### src/rtl/vending_pkg.sv
// Shared types and constants for the vending-machine change path.
// Holds the dispenser state encoding, coin denominations and coin_sel codes.
package vending_pkg;

    typedef enum logic [2:0] {
        ST_IDLE   = 3'd0,
        ST_SELECT = 3'd1,
        ST_EJECT  = 3'd2,
        ST_DONE   = 3'd3,
        ST_FAULT  = 3'd4
    } disp_state_e;

    localparam int DENOM_10 = 10;
    localparam int DENOM_5  = 5;
    localparam int DENOM_2  = 2;
    localparam int DENOM_1  = 1;

    localparam logic [1:0] SEL_10 = 2'd0;
    localparam logic [1:0] SEL_5  = 2'd1;
    localparam logic [1:0] SEL_2  = 2'd2;
    localparam logic [1:0] SEL_1  = 2'd3;

    function automatic int denom_value(input logic [1:0] sel);
        case (sel)
            SEL_10:  return DENOM_10;
            SEL_5:   return DENOM_5;
            SEL_2:   return DENOM_2;
            default: return DENOM_1;
        endcase
    endfunction

endpackage

### src/rtl/change_dispenser_coin_selector.sv
// Greedy coin choice: largest denomination not exceeding the amount.
// Purely combinational so other blocks can reuse it for availability checks.
module coin_selector
    import vending_pkg::*;
#(
    parameter int AMOUNT_W = 7
) (
    input  logic [AMOUNT_W-1:0] amount,
    output logic [1:0]          sel,
    output logic [AMOUNT_W-1:0] denom
);

    always_comb begin
        sel = SEL_1;
        if (amount >= AMOUNT_W'(DENOM_10)) begin
            sel = SEL_10;
        end else if (amount >= AMOUNT_W'(DENOM_5)) begin
            sel = SEL_5;
        end else if (amount >= AMOUNT_W'(DENOM_2)) begin
            sel = SEL_2;
        end
        denom = AMOUNT_W'(denom_value(sel));
    end

endmodule

### src/rtl/change_dispenser.sv
// Pays a change amount out through the coin hopper one coin at a time,
// waiting for each hopper acknowledge and flagging a fault on ack timeout.
module change_dispenser
    import vending_pkg::*;
#(
    parameter int AMOUNT_W    = 7,
    parameter int CNT_W       = 5,
    parameter int ACK_TIMEOUT = 16
) (
    input  logic                clk,
    input  logic                rst,
    input  logic                change_valid,
    input  logic [AMOUNT_W-1:0] change_amount,
    output logic                change_ready,
    output logic                coin_eject,
    output logic [1:0]          coin_sel,
    input  logic                coin_ack,
    output logic                busy,
    output logic                done,
    output logic                fault,
    output logic [AMOUNT_W-1:0] remaining,
    output logic [CNT_W-1:0]    coins_paid
);

    localparam int TMO_W = (ACK_TIMEOUT > 1) ? $clog2(ACK_TIMEOUT) : 1;
    localparam logic [TMO_W-1:0] TMO_LAST = TMO_W'(ACK_TIMEOUT - 1);

    disp_state_e         state_q, state_d;
    logic [1:0]          coin_sel_q, coin_sel_d;
    logic [AMOUNT_W-1:0] denom_q, denom_d;
    logic [AMOUNT_W-1:0] remaining_q, remaining_d;
    logic [CNT_W-1:0]    coins_paid_q, coins_paid_d;
    logic                fault_q, fault_d;
    logic [TMO_W-1:0]    tmo_q, tmo_d;

    logic [1:0]          pick_sel;
    logic [AMOUNT_W-1:0] pick_denom;

    coin_selector #(
        .AMOUNT_W (AMOUNT_W)
    ) u_coin_selector (
        .amount (remaining_q),
        .sel    (pick_sel),
        .denom  (pick_denom)
    );

    always_comb begin
        state_d      = state_q;
        coin_sel_d   = coin_sel_q;
        denom_d      = denom_q;
        remaining_d  = remaining_q;
        coins_paid_d = coins_paid_q;
        fault_d      = fault_q;
        tmo_d        = tmo_q;

        case (state_q)
            ST_IDLE: begin
                if (change_valid) begin
                    remaining_d  = change_amount;
                    coins_paid_d = '0;
                    fault_d      = 1'b0;
                    state_d      = ST_SELECT;
                end
            end
            ST_SELECT: begin
                if (remaining_q == '0) begin
                    state_d = ST_DONE;
                end else begin
                    coin_sel_d = pick_sel;
                    denom_d    = pick_denom;
                    tmo_d      = '0;
                    state_d    = ST_EJECT;
                end
            end
            ST_EJECT: begin
                // An ack arriving on the final timeout cycle still wins.
                if (coin_ack) begin
                    remaining_d  = remaining_q - denom_q;
                    coins_paid_d = coins_paid_q + CNT_W'(1);
                    state_d      = ST_SELECT;
                end else if (tmo_q == TMO_LAST) begin
                    state_d = ST_FAULT;
                end else begin
                    tmo_d = tmo_q + TMO_W'(1);
                end
            end
            ST_DONE: begin
                state_d = ST_IDLE;
            end
            ST_FAULT: begin
                fault_d = 1'b1;
                state_d = ST_IDLE;
            end
            default: begin
                state_d = ST_IDLE;
            end
        endcase
    end

    always_ff @(posedge clk or negedge rst) begin
        if (!rst) begin
            state_q      <= ST_IDLE;
            coin_sel_q   <= '0;
            denom_q      <= '0;
            remaining_q  <= '0;
            coins_paid_q <= '0;
            fault_q      <= 1'b0;
            tmo_q        <= '0;
        end else begin
            state_q      <= state_d;
            coin_sel_q   <= coin_sel_d;
            denom_q      <= denom_d;
            remaining_q  <= remaining_d;
            coins_paid_q <= coins_paid_d;
            fault_q      <= fault_d;
            tmo_q        <= tmo_d;
        end
    end

    assign change_ready = (state_q == ST_IDLE);
    assign busy         = (state_q != ST_IDLE);
    assign coin_eject   = (state_q == ST_EJECT);
    assign done         = (state_q == ST_DONE);
    assign coin_sel     = coin_sel_q;
    assign fault        = fault_q;
    assign remaining    = remaining_q;
    assign coins_paid   = coins_paid_q;

endmodule
### config.mk
export PLATFORM = sky130hd
export DESIGN_NAME = change_dispenser
export DESIGN_NICKNAME = d
export VERILOG_FILES = /design/src/rtl/vending_pkg.sv /design/src/rtl/change_dispenser_coin_selector.sv /design/src/rtl/change_dispenser.sv
export SDC_FILE = /design/constraint.sdc
export NUM_CORES = 1
export LEC_CHECK = 0
export ABC_AREA = 0
export CORE_ASPECT_RATIO = 1.25
export CORE_MARGIN = 8
export CORE_UTILIZATION = 40
export CTS_CLUSTER_DIAMETER = 150
export DETAILED_ROUTE_END_ITERATION = 6
export PLACE_DENSITY = 0.76
export SYNTH_ARGS = -nofsm -noshare
export SYNTH_HDL_FRONTEND = slang
export SYNTH_SLANG_ARGS = --single-unit
### constraint.sdc
create_clock -name clk -period 2.25 [get_ports clk]
set_input_delay 0.225 -clock clk [delete_from_list [all_inputs] [get_ports clk]]
set_output_delay 0.225 -clock clk [all_outputs]
set_load 0.02 [all_outputs]
==> impl_metrics.tcl <==
set metrics [dict create \
    die_h_um 83.58 \
    clock_latency_ns 0.27 \
    cts_setup_buffers 0 \
    cts_root_buf "clkbuf_8" \
    drive_gt1_share_pct 10.22 \
    core_um2 3483 \
    syn-cell-area_um2 1461 \
    io_buffers 29 \
    cp_data_required_time_ns 2.40 \
    slew_headroom_pct 69.42 \
    n_antenna_cell 0 \
    p_leak_uw 0.0008219 \
    slew_violations 0 \
    vias 1297 \
    critPathKind "reg -> reg" \
    gr-total-overflow 0 \
    final_cell_mix "clkdlybuf4s50_1 (28), dfrtp_1 (24), nor2_1 (16)" \
    clock_sinks 25 \
    clockBufferDepth 2 \
    path_clk_slew_ns 0.09 \
    setup_tns_ns 0 \
    die_w_um 70.06 \
    hold_buffers 0 \
    async_reset_ff_share_pct 100.0 \
    fmax_ghz 0.4787 \
    min_period_ns 2.089 \
    rows 24 \
    worst_pin_slew_ns 0.4546 \
    synth-seq-cells 25 \
    fin_nets 205 \
    grt_pass1_wl_um 6147 \
    postSynthCellCount 153 \
    cts_max_level 1 \
    via_per_inst 5.764 \
    finalSetupViolations 0 \
    synth_edf_count 0 \
    dieArea_um2 5856 \
    r2r_slack_ns 0.16 \
    nFillCells 322 \
    endpoint_kind "flip-flop" \
    synth_warnings 0 \
    synth_area_leaders "dfrtp_1 (43%), ha_1 (5.1%), nor2_1 (4.1%)" \
    io_pins 30 \
    layout_commonest_cell "clkdlybuf4s50_1" \
    hold_path_class "in -> async" \
    final-hold-violation-count 0 \
    powerDensity_nw_per_um2 1392 \
    worstPathMaxFanout 2 \
    dr.pass1.iters 4 \
    grt_use_total_pct 12.30 \
    cts_made_buffers 3 \
    antenna_found_initial 0 \
    start_util_pct 41.95 \
    drc 0 \
    drtIter0Drc 82 \
    synthToLayoutAreaGrowth_pct 26.28 \
    wl_um 3679 \
    ant_nets 0 \
    grt_setup_unrepaired "false" \
    synth_top_cell_area_share_pct 42.81 \
    syn-num-nets 171 \
    period_share_pct 92.85 \
    hold_ws_ns 0.3078 \
    arrival_ns 2.24 \
    dp_hpwl_um 2780 \
    synth_cell_type_count 42 \
    grt_pass1_vias 1290 \
    seq_area_frac_synth_pct 42.81 \
    routabilityCongestion 0.8738 \
    cts_tree "yes" \
    outcome "finished clean" \
    synth_ff_type "dfrtp_1" \
    maxCapViolCount 0 \
    post_synth.cell_area_avg_um2 9.552 \
    crit_path_start_kind "flip-flop" \
    irDropWorstVdd_mv 0.8672 \
    skew_ns 0.006216 \
    yosys.area.top_type "dfrtp_1" \
    post_drt_wl_per_cell_um 16.35 \
    grt_max_degree 26 \
]
==> logic make-up after synthesis <==
group	synth area share (%)
xor+xnor	0.5994
buf+inv	5.565
simple gates	22.52
flops	42.81
compound gates	19.26
mux	2.740
fa+ha+maj	6.507
==> cell type report <==
type	count	area (um2)	share of cell area (%)
Multi-Input combinational cell	114	760.7	41.22
Timing Repair Buffer	34	326.6	17.69
Clock buffer	3	41.29	2.237
Tap cell	39	48.80	2.644
Sequential cell	25	626.9	33.97
Inverter	9	36.28	1.966
Clock inverter	1	5.005	0.2712
==> timing repair <==
item / CTS / global route
resized for setup: 2 / 2
cloned: 0 / 0
setup endpoints to repair: 1 / 1
==> flip-flops by register name, indices dropped and copies added (netlist names) <==
name and flops:
remaining 7, coins_paid 5, tmo_q 4, denom_q 3, state_q 3, coin_sel 2
fault 1
==> critical path, cell delays in order, from the launching register on <==
cell and delay (ns):
dfrtp_1 0.39, inv_1 0.08, ha_1 0.17, inv_1 0.06, fa_1 0.41, a21o_1 0.22
a2111oi_2 0.38, and4_1 0.23, a211oi_1 0.05
==> per-stage QoR <==
stage               setup WS (ns)  utilization, %  cells  area, um2  power, uW
global route             0.006904           52.98    225       1846       2778
global placement           0.1144           51.47    221       1793       2234
floorplan                 0.08567               -    153       1461       1760
CTS                       0.07406           52.80    225       1839       2562
detailed placement        0.09811           51.47    221       1793       2282
finish                     0.1609           52.98    225       1846       2568
==> per-layer routing <==
metal	GRT usage (%)	vias up	wire length, um
li1	-	623	-
met3	3.690	8	198
met2	20.32	35	1792
met1	14.37	631	1629
met5	0	-	0
met4	4.945	0	58
==> cells in the mapped netlist (3+ instances only) <==
cell type,number
nand4_1,3
o22ai_1,3
nand3_1,3
dfrtp_1,25
a22o_1,4
nand2b_1,3
nor3_1,4
ha_1,6
nor2_1,16
nand2_1,14
mux2i_1,4
buf_4,3
inv_1,8
o21ai_0,11
a21oi_1,8
a31oi_1,4
==> path summary, 6_finish.rpt <==
check                                    startpoint  depth (start not counted)                         to
max                        remaining[0]$_DFFE_PN0P_                          8   remaining[6]$_DFFE_PN0P_
min                                             rst                          2  coins_paid[3]$_DFFE_PN0P_
max reg2reg                remaining[0]$_DFFE_PN0P_                          8   remaining[6]$_DFFE_PN0P_
min reg2reg                  denom_q[1]$_DFFE_PN0P_                          2     denom_q[1]$_DFFE_PN0P_
max in group asynchronous                       rst                          2     state_q[1]$_DFFE_PN0P_
min in group clk             denom_q[1]$_DFFE_PN0P_                          2     denom_q[1]$_DFFE_PN0P_
==> where the power goes <==
group	total [uW]	switching (uW)	internal, uW	leakage, uW
registers	840	224	616	0.000314
clock network	270	146	124	0.0000255
logic	1460	795	663	0.000482
(Power assumes the default switching activity.)
